[src/rtl/tt_um_unload.sv]
// ---------------------------------------------------------------------------
// tt_um_unload
// Reads a ternary weight array back out as a stream of MAX_IN_LEN-bit beats.
// When start is seen in IDLE, the weight vector and the last row index R are
// copied into a snapshot. The block then presents one beat per accepted
// handshake. Beat c carries bit c of every lane. The stream covers
// (R+1)*WIDTH beats and ends with a one-cycle uo_done pulse.
//
// Optional feature macro: UNLOAD_PARITY_EN
//   defined   -> uo_parity is the registered XOR of the uo_output bits
//   undefined -> uo_parity is tied to 0
//
// Ports
//   clk        clock, rising edge
//   rst_n      synchronous active-low reset (works regardless of ena)
//   ena        clock enable; all state holds while low
//   start      request a readback (sampled only in IDLE)
//   ui_param   configuration; [MAX_OUT_BITS-1:0] = last row index R
//   ui_weights flat weight vector, lane i occupies bits
//              [i*MAX_OUT_LEN*WIDTH +: MAX_OUT_LEN*WIDTH]
//   ui_ready   downstream accepts the current beat
//   uo_output  current beat
//   uo_valid   uo_output holds a valid beat
//   uo_busy    readback in progress (SEND or DONE)
//   uo_done    one-cycle pulse after the last beat is accepted
//   uo_parity  beat parity (see macro above)
// ---------------------------------------------------------------------------
module tt_um_unload #(
    parameter int MAX_IN_LEN  = 16,
    parameter int MAX_OUT_LEN = 8,
    parameter int WIDTH       = 2
) (
    input  logic                                            clk,
    input  logic                                            rst_n,
    input  logic                                            ena,
    input  logic                                            start,
    input  logic [$clog2(MAX_IN_LEN)+$clog2(MAX_OUT_LEN)-1:0] ui_param,
    input  logic [WIDTH*MAX_IN_LEN*MAX_OUT_LEN-1:0]          ui_weights,
    input  logic                                            ui_ready,
    output logic [MAX_IN_LEN-1:0]                           uo_output,
    output logic                                            uo_valid,
    output logic                                            uo_busy,
    output logic                                            uo_done,
    output logic                                            uo_parity
);

    localparam int MAX_IN_BITS  = $clog2(MAX_IN_LEN);
    localparam int MAX_OUT_BITS = $clog2(MAX_OUT_LEN);
    localparam int WIDTH_BITS   = $clog2(WIDTH);
    localparam int W_TOTAL      = WIDTH * MAX_IN_LEN * MAX_OUT_LEN;
    localparam int C_BITS       = MAX_OUT_BITS + WIDTH_BITS;
    localparam int STRIDE       = MAX_OUT_LEN * WIDTH;

    typedef enum logic [1:0] {
        IDLE,
        SEND,
        DONE
    } state_t;

    state_t                    r_state;
    logic [W_TOTAL-1:0]        r_snapshot;
    logic [MAX_OUT_BITS-1:0]   r_rowLast;
    logic [C_BITS-1:0]         r_c;

    logic [C_BITS-1:0]         w_cNext;
    logic [C_BITS-1:0]         w_lastC;
    logic                      w_isLast;
    logic                      w_startGo;
    logic                      w_accept;
    logic [MAX_IN_LEN-1:0]     w_firstBeat;
    logic [MAX_IN_LEN-1:0]     w_nextBeat;
    logic                      w_unusedParam;

    // Only the row field of ui_param matters here; the upper bits belong to
    // the loader's configuration.
    assign w_unusedParam = ^ui_param[MAX_IN_BITS+MAX_OUT_BITS-1:MAX_OUT_BITS];

    assign w_cNext   = r_c + 1'b1;
    // The last beat is the final weight bit of row R: {R, all ones}.
    assign w_lastC   = {r_rowLast, {WIDTH_BITS{1'b1}}};
    assign w_isLast  = (r_c == w_lastC);
    assign w_startGo = ena && (r_state == IDLE) && start;
    assign w_accept  = ena && (r_state == SEND) && ui_ready;

    // Beat 0 comes straight from ui_weights so it can be registered on the
    // same edge that takes the snapshot. Later beats come from the snapshot.
    for (genvar i = 0; i < MAX_IN_LEN; i++) begin : gLane
        logic [STRIDE-1:0] w_lane;
        assign w_lane         = r_snapshot[i*STRIDE +: STRIDE];
        assign w_firstBeat[i] = ui_weights[i*STRIDE];
        assign w_nextBeat[i]  = w_lane[w_cNext];
    end

    // The snapshot has no reset because its contents only matter during SEND.
    always_ff @(posedge clk) begin
        if (w_startGo) begin
            r_snapshot <= ui_weights;
        end
    end

    // Control FSM with registered outputs.
    always_ff @(posedge clk) begin
        if (!rst_n) begin
            r_state   <= IDLE;
            r_rowLast <= '0;
            r_c       <= '0;
            uo_output <= '0;
            uo_valid  <= 1'b0;
            uo_busy   <= 1'b0;
            uo_done   <= 1'b0;
        end else if (ena) begin
            case (r_state)
                IDLE: begin
                    uo_done <= 1'b0;
                    if (w_startGo) begin
                        r_rowLast <= ui_param[MAX_OUT_BITS-1:0];
                        r_c       <= '0;
                        uo_output <= w_firstBeat;
                        uo_valid  <= 1'b1;
                        uo_busy   <= 1'b1;
                        r_state   <= SEND;
                    end
                end
                SEND: begin
                    if (w_accept) begin
                        if (w_isLast) begin
                            // Leave c on the last beat rather than wrapping.
                            uo_output <= '0;
                            uo_valid  <= 1'b0;
                            uo_done   <= 1'b1;
                            r_state   <= DONE;
                        end else begin
                            r_c       <= w_cNext;
                            uo_output <= w_nextBeat;
                        end
                    end
                end
                DONE: begin
                    uo_done <= 1'b0;
                    uo_busy <= 1'b0;
                    r_state <= IDLE;
                end
                default: begin
                    r_state <= IDLE;
                end
            endcase
        end
    end

`ifdef UNLOAD_PARITY_EN
    logic r_parity;

    // Parity tracks uo_output. It is loaded on the same events and cleared
    // when the stream ends.
    always_ff @(posedge clk) begin
        if (!rst_n) begin
            r_parity <= 1'b0;
        end else if (w_startGo) begin
            r_parity <= ^w_firstBeat;
        end else if (w_accept) begin
            r_parity <= w_isLast ? 1'b0 : ^w_nextBeat;
        end
    end

    assign uo_parity = r_parity;
`else
    assign uo_parity = 1'b0;
`endif

endmodule

[config.mk]
export PLATFORM = sky130hd
export DESIGN_NAME = tt_um_unload
export DESIGN_NICKNAME = d
export VERILOG_FILES = /design/src/rtl/tt_um_unload.sv
export SDC_FILE = /design/constraint.sdc
export NUM_CORES = 1
export LEC_CHECK = 0
export BUFFER_PORTS_ARGS = -buffer_cell sky130_fd_sc_hd__buf_2
export CAP_MARGIN = 0
export CORE_UTILIZATION = 53
export DETAILED_ROUTE_END_ITERATION = 12
export HOLD_SLACK_MARGIN = 0.05
export PLACE_DENSITY = 0.8
export REMOVE_ABC_BUFFERS = 1
export SETUP_SLACK_MARGIN = 0.05
export SLEW_MARGIN = 15
export SYNTH_ARGS = -nofsm -noshare
export SYNTH_HDL_FRONTEND = slang
export SYNTH_SLANG_ARGS = --single-unit
[constraint.sdc]
create_clock -name clk -period 14.75 [get_ports clk]
set_input_delay 4.425 -clock clk [delete_from_list [all_inputs] [get_ports clk]]
set_output_delay 4.425 -clock clk [all_outputs]
set_load 0.1 [all_outputs]
==> results of run 1 <==
==> layer usage <==
metal  track usage  wire [µm]  vias up
met5             0         16        -
met2        0.3748      11960      261
met1        0.2757       9290     3077
met3       0.05344       1751       50
li1              -          -     2846
met4       0.07760        662        2
==> state kept, by name (all words and copies together), names as in the netlist <==
name / cells
uo_output: 16
uo_valid: 1
r_rowLast: 3
r_c: 4
uo_done: 1
uo_busy: 1
r_snapshot: 256
r_state: 2
==> Yosys cell counts <==
cell type	n	area [µm²]
a21oi_1	6	30.03
nand4b_1	1	8.760
clkbuf_1	14	52.55
nand3_1	1	5.000
a2bb2oi_1	1	8.760
mux4_2	64	1441
a22oi_1	2	15.01
and2_1	14	87.58
o22ai_1	1	6.260
mux2_2	1	11.26
xor2_1	2	17.52
nand2_1	1	3.750
o21ai_1	1	5.000
o221ai_1	1	8.760
o22a_1	14	122.6
a222oi_1	1	10.01
nor3_1	1	5.000
nor2b_1	2	12.51
xnor2_1	3	26.28
mux4_1	1	26.28
o21ai_0	42	210.2
ha_1	1	12.51
and3_1	14	87.58
inv_1	5	18.77
nor3b_1	1	7.510
o211a_1	1	10.01
nand2b_1	2	12.51
nand3b_1	1	7.510
buf_2	6	30.03
buf_4	7	52.55
mux2i_1	33	330.3
a211oi_1	2	15.01
nor2_1	15	56.30
dfxtp_1	28	560.5
conb_1	1	3.750
a41oi_1	1	8.760
nand4_1	1	6.260
and3b_1	1	8.760
buf_1	2	7.510
o21a_1	1	7.510
buf_6	2	22.52
edfxtp_1	256	7687
==> layout by cell type (no fill, tap or decap), drive strengths merged, types with 2 or more instances in the layout <==
master,count
a22oi,2
dfxtp,28
a21oi,6
clkinv,11
bufinv,4
nor2b,2
mux4,65
clkbuf,33
a211oi,2
buf,288
clkinvlp,4
inv,5
nor2,15
o22a,14
diode,2
and3,14
and2,14
xnor2,3
nand2b,2
o21ai,43
edfxtp,256
mux2i,33
xor2,2
==> metrics by stage <==
step	total power, mW	utilization	worst slack (ns)	hold slack, ns
2_1_floorplan	1.048	-	2.764	0.4828
3_3_place_gp	1.094	0.6256	7.309	0.4777
3_5_place_dp	1.101	0.6256	7.221	0.4875
4_1_cts	1.819	0.6717	7.798	0.5020
5_1_grt	1.859	0.6718	7.567	0.5227
6_report	1.804	0.6720	7.783	0.5014
==> path summary, 6_finish.rpt <==
path | from | slack (ns) | cells after the start | end
worst min register to register | uo_output[14] | 0.50 | 1 | uo_output[14]
worst max-delay path | ena | 7.78 | 5 | r_snapshot[34]
worst min-delay path | uo_output[14] | 0.50 | 1 | uo_output[14]
worst max register to register | r_c[0] | 11.29 | 6 | uo_output[14]
==> area by class of cell <==
cell class              count  area [µm²]
multi-input cells         235        2676
diodes                      2       5.005
clock buffers              33       740.7
well taps                 270       337.8
clock inverters            19       197.7
inverters                   5       18.77
fillers                  1339        6680
repair buffers            288        1456
flip-flops and latches    284        8252
==> logic make-up (layout without fill, tap and decap cells) <==
| family | after synthesis | in the layout | synth area share |
|---|---|---|---|
| xor+xnor | 5 | 5 | 0.003957 |
| other cells | 1 | 3 | 0.0003388 |
| buf+inv | 36 | 345 | 0.01662 |
| simple gates | 55 | 55 | 0.02792 |
| mux | 99 | 99 | 0.1635 |
| fa+ha+maj | 1 | 1 | 0.001130 |
| flops | 284 | 284 | 0.7452 |
| compound gates | 74 | 74 | 0.04137 |
==> worst max-delay path: stages <==
cell	delay, ns
buf_2	0.12
nor2b_1	0.31
and3b_4	0.62
buf_4	0.83
buf_4	0.74
==> power groups by stage <==
stage | logic (mW) | registers [mW] | clock network [mW]
CTS | 0.148 | 0.937 | 0.734
floorplan | 0.0597 | 0.988 | 0
finish | 0.146 | 0.937 | 0.721
global placement | 0.144 | 0.951 | 0
detailed placement | 0.147 | 0.954 | 0
global route | 0.157 | 0.940 | 0.762
==> results.md, run 1 <==
- Sw Share: 0.2177
- DP Area: 12740 µm²
- Core Rows: 52
- Yosys warns: 0
- WP data required: 14.91 ns
- Largest net degree at the start of global routing: 88
- VDD IR-drop max: 0.1208 mV
- # IOs: 288
- Post-route ant nets: 0
- Kind of critical path: primary input to register
- Routed vias: 6236
- Post-Syn Area: between 10000 and 15000 µm²
- RSZ-0062 raised after global routing: no
- Clock latency on the worst-skew pair: ~0.53 ns
- Outcome: complete, no violations
- Sequential area share after synthesis: 0.7452
- CORE AREA: 20360 µm²
- Via-to-Cell Ratio: 5.489
- Clk slew on worst S/H paths: approximately 0.06 ns
- Initial antenna violation count: 2
- Pleak: ~4.9 nW
- Final hold violation count: 0
- Final Non-Filler Cells: 1136
- Die X: 146.5 µm
- TritonCTS clock tree: built
- CP arrival: a little over 7 ns
- Initial DRC count: 300
- Min Tclk post-route: 6.967 ns
- Endpoint type of the worst setup path: register
- Cell count after synthesis: 555
- Switching Power: 0.3928 mW
- Seq pwr share: 0.519
- Gate power share: 0.081
- HPWL Detailed: 15230 µm
- Drc violations: 0
- Vias in the first global route: 6562
- Register bit total from synthesis: 284
- First-pass GRT wire length: 35340 µm
- Finished Cell Area: 13680 µm²
- CTS Hold Bufs: 0
- Initial core utilization: 0.5435
- Clk pwr share: 0.400
- Dpl cells: 1082
- DIE HEIGHT: 146.5 µm
- Min-Delay Path Class: register to register
- # H-tree levels: 1
- Setup violators final: 0
- Critical path fanouts, max: between 70 and 80
- Critical Path Source Type: primary input
- Fin nets: approximately 1100
- Area grow syn2layout: 23.64%
- Setup_tns: 0 ns
- Internal: 1.411 mW
- GRT Total Usage: 0.2199
- Period utilisation layout: 0.4723
- GPL Wtd Cong: 0.7910
- Syn_area_per_cell: 19.94 µm²
- Clk_skew: 0.01087 ns
- Total Wirelength: 23680 µm
- First-pass iteration count of the detailed router: 5
- Pwr per Cell Area: 131.8 nW/µm²
- Post-synth cell types: 42
- Buffers on Ports: 282
- Post-CTS sizing: 0
- Clk sink count: 284
- Max-slew violations: 0
- Rel. slew slack: 0.2777
- CTS root buf: clkbuf_16
- Die area: 21470 µm²
- Share of layout cells above drive strength 1: 0.4630
- Cts bufs inserted: 29
- WL per Instance: 20.85 µm
- Worst-margin pin slew: about 1.1 ns
- Max-cap violations: 0
- Max Clk Rate: 143.5 MHz
- Overflow after GRT: 0
- Clk buf depth: 3
- Post-CTS Setup Bufs: 0
Note: power is estimated with default switching activity, not from simulation.
==> run 2, diff against run 1 <==
==> constraint.sdc (replaced) <==
create_clock -name clk -period 7 [get_ports clk]
set_input_delay 2.1 -clock clk [delete_from_list [all_inputs] [get_ports clk]]
set_output_delay 2.1 -clock clk [all_outputs]
set_load 0.1 [all_outputs]
==> run 2 against run 1 <==
Utilization down 0.26 points. Clock power rose by 100%. Non-clock buffer count fell by 1. Global-route usage up 0.32 points. Critical endpoint is now r_snapshot[0]. Critical path depth fell by 1. Combinational power up 110%. Sequential cell count is the same. Cell area down 0.38%.
==> results.md, run 2 (synthesis results as in run 1) <==
- CTS Hold Bufs: 0 (unchanged)
- Reg2reg end: uo_output[15]
- Final hold violation count: 0 (unchanged)
- Fin nets: 1111 (-0.090%)
- Max stage delay cell, worst path: and3b_4
- Drc violations: 0 (unchanged)
- Rel. slew slack: 0.3256 (+0.04793)
- Initial core utilization: 0.5435 (unchanged)
- Kind of critical path: primary input to register
- Worst hold start: uo_output[14]
- TritonCTS clock tree: built
- Clk buf depth: 3 (unchanged)
- Critical Path Source Type: primary input
- Fill cells: 1363 (+1.8%)
- Min-Delay Path Class: register to register
- Hold Path Depth: 1 (unchanged)
- CTS root buf: clkbuf_16
- Reg with most FFs: r_snapshot
- Final Non-Filler Cells: 1131 (-0.44%)
- Max-slew violations: 0 (unchanged)
- Die X: 146.5 µm (unchanged)
- Top Registers: r_snapshot (256), uo_output (16), r_c (4)
- Post-CTS sizing: 0 (unchanged)
- # H-tree levels: 1 (unchanged)
- Cts bufs inserted: 29 (unchanged)
- First-pass GRT wire length: 35910 µm (+1.6%)
- Buffers on Ports: 282 (unchanged)
- Vias in the first global route: 6729 (+2.5%)
- Initial antenna violation count: 2 (unchanged)
- VDD IR-drop max: 0.2686 mV (+120%)
- Clk sink count: 284 (unchanged)
- GRT Total Usage: 0.2231 (+0.003175)
- Setup violators final: 0 (unchanged)
- Worst reg2reg startpoint: r_c[0]
- Dpl cells: 1081 (-0.092%)
- Period utilisation layout: 0.5599
- Die area: 21470 µm² (unchanged)
- Share of layout cells above drive strength 1: 0.4599 (-0.003033)
- Critical path fanouts, max: 161 (+110%)
- Max reg flops: 256 (unchanged)
- FF+latch area: 8252 µm² (unchanged)
- Most common cell after layout, fill and taps aside: buf_2
- Initial DRC count: 299 (-0.33%)
- Core Rows: 52 (unchanged)
- Largest net degree at the start of global routing: 162 (+84%)
- Clock latency on the worst-skew pair: 0.54 ns (about the same)
- GPL Wtd Cong: 0.7848 (-0.78%)
- HPWL Detailed: 15340 µm (+0.75%)
- Pwr per Cell Area: 273.1 nW/µm² (+110%)
- Total Wirelength: 23650 µm (-0.13%)
- # IOs: 288 (unchanged)
- Finished Cell Area: 13630 µm² (-0.38%)
- Endpoint type of the worst setup path: register
- Diode count: 0 (-2)
- Max Clk Rate: 255.2 MHz
- DP Area: 12750 µm² (about the same)
- Routed vias: 6246 (+0.16%)
- Reg2reg path depth: 5 (-1)
- Min Tclk post-route: 3.919 ns
- First-pass iteration count of the detailed router: 6 (+1)
- Most frequent cells in the layout: 282 x buf_2, 256 x edfxtp_1, 64 x mux4_2, 42 x o21ai_0, 33 x mux2i_1
- Via-to-Cell Ratio: 5.523 (+0.60%)
- Critical Path, Cell by Cell: buf_2 -> nor2b_1 -> and3b_4 -> buf_12
- Clk slew on worst S/H paths: 0.06 ns (about the same)
- WP data required: 7.17 ns (-7.74 ns)
- Total power: 3.723 mW (+110%)
- Post-route ant nets: 0 (unchanged)
- Hold EP: uo_output[14]
- Pleak: 4.921 nW (-0.38%)
- CP arrival: 4.08 ns (-3.05 ns)
- R2R Setup Slk: 3.67 ns (-7.62 ns)
- Max-cap violations: 0 (unchanged)
- RSZ-0062 raised after global routing: no
- Post-CTS Setup Bufs: 0 (unchanged)
- Slowest Stage Delay on Critical Path: 0.69 ns (-0.14 ns)
- WL per Instance: 20.91 µm (+0.31%)
- Outcome: complete, no violations
- DIE HEIGHT: 146.5 µm (unchanged)
- Overflow after GRT: 0 (unchanged)
- Clk_skew: 0.01537 ns (+0.004494 ns)
- Area of the multi-input gates: 2683 µm² (+0.23%)
- Area grow syn2layout: 23.16%
- Worst-margin pin slew: 1.012 ns (-0.07190 ns)
- CORE AREA: 20360 µm² (unchanged)
==> run 2: cell count changes in the layout (fill, tap and decap cells not counted), sizes merged <==
cell | before | now
clkinvlp | 4 | 1
bufinv | 4 | 2
clkbuf | 33 | 35
diode | 2 | 0
inv | 5 | 7
buf | 288 | 287
clkinv | 11 | 10
==> run 2: area by class of cell <==
cell class | count | area share
timing repair buffer | 287 | 0.1072
tap | 270 | 0.02478
clock buffer | 35 | 0.05489
inverter | 5 | 0.001377
multi-input combinational | 235 | 0.1968
clock inverter | 15 | 0.009637
sequential | 284 | 0.6053
==> run 2: power breakdown <==
| group | leakage, nW | switching (mW) | internal (mW) |
|---|---|---|---|
| Clock | 0.431 | 0.609 | 0.830 |
| Combinational | 1.88 | 0.182 | 0.126 |
| Sequential | 2.61 | 0.0286 | 1.95 |
| Total | 4.92 | 0.820 | 2.90 |
==> run 2: worst max-delay path by stage <==
stage / cells past startpoint / slack [ns] / to / start
6_report: 4 / 3.08 / r_snapshot[0] / ena
3_5_place_dp: 6 / 2.53 / r_rowLast[1] / ena
3_3_place_gp: 6 / 2.62 / r_rowLast[0] / ena
2_1_floorplan: 4 / -2.66 / uo_output[15] / ena
5_1_grt: 4 / 2.95 / r_snapshot[185] / ena
4_1_cts: 6 / 3.10 / r_rowLast[1] / ena
==> run 2: metal layers <==
layer / vias to the layer above / wire [µm] / global-route usage
met4: 4 / 556 / 0.05833
met3: 42 / 1681 / 0.05156
met5: - / 26 / 0
li1: 2846 / - / -
met1: 3099 / 9411 / 0.2833
met2: 255 / 11970 / 0.3876
==> run 2: metrics by stage <==
| step | TNS, ns | hold slack [ns] | util | setup slack [ns] |
|---|---|---|---|---|
| floorplan | -525.95 | 0.4828 | - | -2.661 |
| global placement | 0 | 0.4758 | 0.6259 | 2.622 |
| detailed placement | 0 | 0.4989 | 0.6259 | 2.533 |
| CTS | 0 | 0.5126 | 0.6691 | 3.096 |
| global route | 0 | 0.5305 | 0.6694 | 2.953 |
| finish | 0 | 0.5132 | 0.6694 | 3.081 |
==> run 2: critical path, delay by kind of cell <==
family        cells  cell delay (ns)
buf+inv           2             0.71
simple gates      2             1.02
==> run 3, diff against run 2 <==
--- a/config.mk
+++ b/config.mk
@@ -5,12 +5,13 @@
 export SDC_FILE = /design/constraint.sdc
 export NUM_CORES = 1
 export LEC_CHECK = 0
+export ABC_AREA = 1
 export BUFFER_PORTS_ARGS = -buffer_cell sky130_fd_sc_hd__buf_2
 export CAP_MARGIN = 0
 export CORE_UTILIZATION = 53
 export DETAILED_ROUTE_END_ITERATION = 12
 export HOLD_SLACK_MARGIN = 0.05
-export PLACE_DENSITY = 0.8
+export PLACE_DENSITY = 0.79
 export REMOVE_ABC_BUFFERS = 1
 export SETUP_SLACK_MARGIN = 0.05
 export SLEW_MARGIN = 15
==> constraint.sdc (replaced) <==
create_clock -name clk -period 3.7 [get_ports clk]
set_input_delay 1.11 -clock clk [delete_from_list [all_inputs] [get_ports clk]]
set_output_delay 1.11 -clock clk [all_outputs]
set_load 0.1 [all_outputs]
==> run 3 against run 2 <==
Global-route usage increased by 2.5 points. Critical path depth is 4 higher. Largest power group unchanged. Clock power up 90%. Cell area is 8.8% higher. Worst setup slack lost 2.1 ns. Highest routed layer unchanged. Clock-buffer cell count is 5 higher.
==> results.md, run 3 <==
- Critical Path, Cell by Cell: ha_2 -> xnor2_2 -> buf_4 -> nand3_1 -> nand3_1 -> nand2_1 -> nand2_1 -> a21oi_2
- Dpl cells: 1727 (+60%)
- WP data required: 4.11 ns (-3.06 ns)
- CTS Hold Bufs: 0 (unchanged)
- Critical path fanouts, max: 54 (-66%)
- Max stage delay cell, worst path: xnor2_2
- Initial antenna violation count: 3 (+1)
- Clock latency on the worst-skew pair: 0.55 ns (about the same)
- CP arrival: 3.15 ns (-0.93 ns)
- Fin nets: 1742 (+57%)
- Initial core utilization: 0.5413 (-0.002190)
- Most common cell after layout, fill and taps aside: nand2_1
- Clk_skew: 0.02464 ns (+0.009274 ns)
- Most numerous cell in the Yosys netlist: nand2_1
- Max Clk Rate: 365.9 MHz
- First-pass iteration count of the detailed router: 4 (-2)
- Drc violations: 0 (unchanged)
- Kind of critical path: register to register
- GRT Total Usage: 0.2477 (+0.02460)
- Clk slew on worst S/H paths: 0.06 ns (about the same)
- Cts bufs inserted: 29 (unchanged)
- Rel. slew slack: 0.2403 (-0.08537)
- GPL Wtd Cong: 0.7764 (-1.1%)
- Core Rows: 55 (+5.8%)
- Final hold violation count: 0 (unchanged)
- Max-slew violations: 0 (unchanged)
- Share of layout cells above drive strength 1: 0.2440 (-0.2159)
- CORE AREA: 22640 µm² (+11%)
- # IOs: 288 (unchanged)
- Buffers on Ports: 282 (unchanged)
- Total Wirelength: 29630 µm (+25%)
- Post-CTS Setup Bufs: 0 (unchanged)
- Outcome: complete, no violations
- Overflow after GRT: 0 (unchanged)
- Post-route ant nets: 0 (unchanged)
- CTS root buf: clkbuf_16
- Area leader, netlist: edfxtp_1
- Max-cap violations: 0 (unchanged)
- Via-to-Cell Ratio: 5.133 (-7.0%)
- Clk buf depth: 3 (unchanged)
- First-pass GRT wire length: 45280 µm (+26%)
- Clk pwr share: 0.378 (-0.009)
- Area grow syn2layout: 20.97%
- # H-tree levels: 1 (unchanged)
- Gate power share: 0.103 (+0.020)
- Pleak: 6.748 nW (+37%)
- Clk sink count: 284 (unchanged)
- Fraction of registers with async set/reset: 0 (unchanged)
- Worst-margin pin slew: 1.134 ns (+0.1225 ns)
- TritonCTS clock tree: built
- Routed vias: 9153 (+47%)
- Min Tclk post-route: 2.733 ns
- Slowest Stage Delay on Critical Path: 0.87 ns (+0.18 ns)
- Final Non-Filler Cells: 1783 (+58%)
- Setup violators final: 0 (unchanged)
- Final core utilization: 0.6548 (-0.01457)
- Synth top area share: 0.6273 (-0.06729)
- Top cells by count, synth: 376 x nand2_1, 256 x edfxtp_1, 201 x inv_1
- Sw Share: 0.2399 (+0.01967)
- Yosys warns: 0 (unchanged)
- DIE HEIGHT: 154.1 µm (+5.2%)
- HPWL Detailed: 18650 µm (+22%)
- Die area: 23740 µm² (+11%)
- Most frequent cells in the layout: 376 x nand2_1, 282 x buf_2, 256 x edfxtp_1, 200 x inv_1, 194 x nand3_1
- Initial DRC count: 575 (+92%)
- Endpoint type of the worst setup path: register
- RSZ-0062 raised after global routing: no
- Post-CTS sizing: 0 (unchanged)
- Period utilisation layout: 0.7386
- Register bit total from synthesis: 284 (unchanged)
- Synth area leaders: edfxtp_1 63%, nand2_1 12%, nand3_1 7.9%
- Internal: 5.513 mW (+90%)
- Cell count after synthesis: 1205 (+120%)
- Die X: 154.1 µm (+5.2%)
- WL per Instance: 16.62 µm (-21%)
- Critical Path Source Type: register
- Seq pwr share: 0.519 (-0.011)
- Sequential area share after synthesis: 0.6730 (-0.07220)
- Max reg flops: 256 (unchanged)
- Top Registers: r_snapshot (256), uo_output (16), r_c (4)
- Pwr per Cell Area: 489.2 nW/µm² (+79%)
- Number of synthesized flops with an enable pin: 256 (unchanged)
- Primary FF master, synth: edfxtp_1
- Largest net degree at the start of global routing: 81 (-50%)
- Switching Power: 1.740 mW (+110%)
- Syn_area_per_cell: 10.17 µm² (-49%)
- Reg with most FFs: r_snapshot
- Post-synth cell types: 30 (-29%)
- Min-Delay Path Class: register to register
- Vias in the first global route: 9046 (+34%)
- Post-Syn Area: 12260 µm² (+11%)
- VDD IR-drop max: 0.4087 mV (+52%)
-- run 3: worst paths after layout --
| kind | from | endpoint | slack [ns] | cells after the start |
|---|---|---|---|---|
| max | r_c[0] | uo_output[7] | 0.97 | 8 |
| min | uo_busy | uo_busy | 0.47 | 2 |
| max reg2reg | r_c[0] | uo_output[7] | 0.97 | 8 |
| min reg2reg | uo_busy | uo_busy | 0.47 | 2 |
-- run 3: power by group through the flow --
stage	sequential (mW)	clock (mW)	combinational, mW
2_1_floorplan	4.02	0	0.298
3_3_place_gp	3.83	0	0.723
3_5_place_dp	3.83	0	0.745
4_1_cts	3.77	2.79	0.749
5_1_grt	3.78	2.90	0.814
6_report	3.77	2.74	0.745
-- run 3: kinds of logic after synthesis --
family	Yosys count	share of synthesized area
buffers and inverters	265	0.08780
AOI/OAI and AO/OA	64	0.02828
and+or+nand+nor	586	0.2040
xor gates and xnor gates	4	0.005615
adders and majority gates	1	0.001021
DFF	284	0.6730
other	1	0.0003060
-- run 3: per-stage QoR --
step / cell area (µm²) / worst slack [ns] / hold WS [ns] / power, mW / setup TNS [ns]
2_1_floorplan: 11960 / -3.386 / 0.4431 / 4.322 / -823.14
3_3_place_gp: 13920 / 0.9512 / 0.4552 / 4.550 / 0
3_5_place_dp: 13920 / 0.8813 / 0.4654 / 4.580 / 0
4_1_cts: 14820 / 0.9261 / 0.4742 / 7.302 / 0
5_1_grt: 14820 / 0.8180 / 0.4992 / 7.492 / 0
6_report: 14830 / 0.9673 / 0.4748 / 7.253 / 0
-- run 3: worst max-delay path, delay by kind of cell, from the launching register on --
kind	cells	cell delay (ns)
adders and majority gates	1	0.34
xor gates and xnor gates	1	0.87
and+or+nand+nor	4	0.38
AOI/OAI and AO/OA	1	0.06
buffers and inverters	1	0.44
DFF	1	0.53
-- run 3: cell type report --
cell class              count  area (µm²)
diodes                      2       5.005
clock buffers              40       797.0
clock inverters            14       101.3
fillers                  1754        7815
inverters                 207       789.5
multi-input cells         656        2953
flip-flops and latches    284        8252
well taps                 285       356.6
repair buffers            295        1572
-- run 3: metal layers --
metal  track usage  up-vias  wire (µm)
met5             0        -         11
met4       0.08524        2        896
met3       0.04228       63       2236
met2        0.4346      380      14770
met1        0.3101     4264      11720
li1              -     4444          -
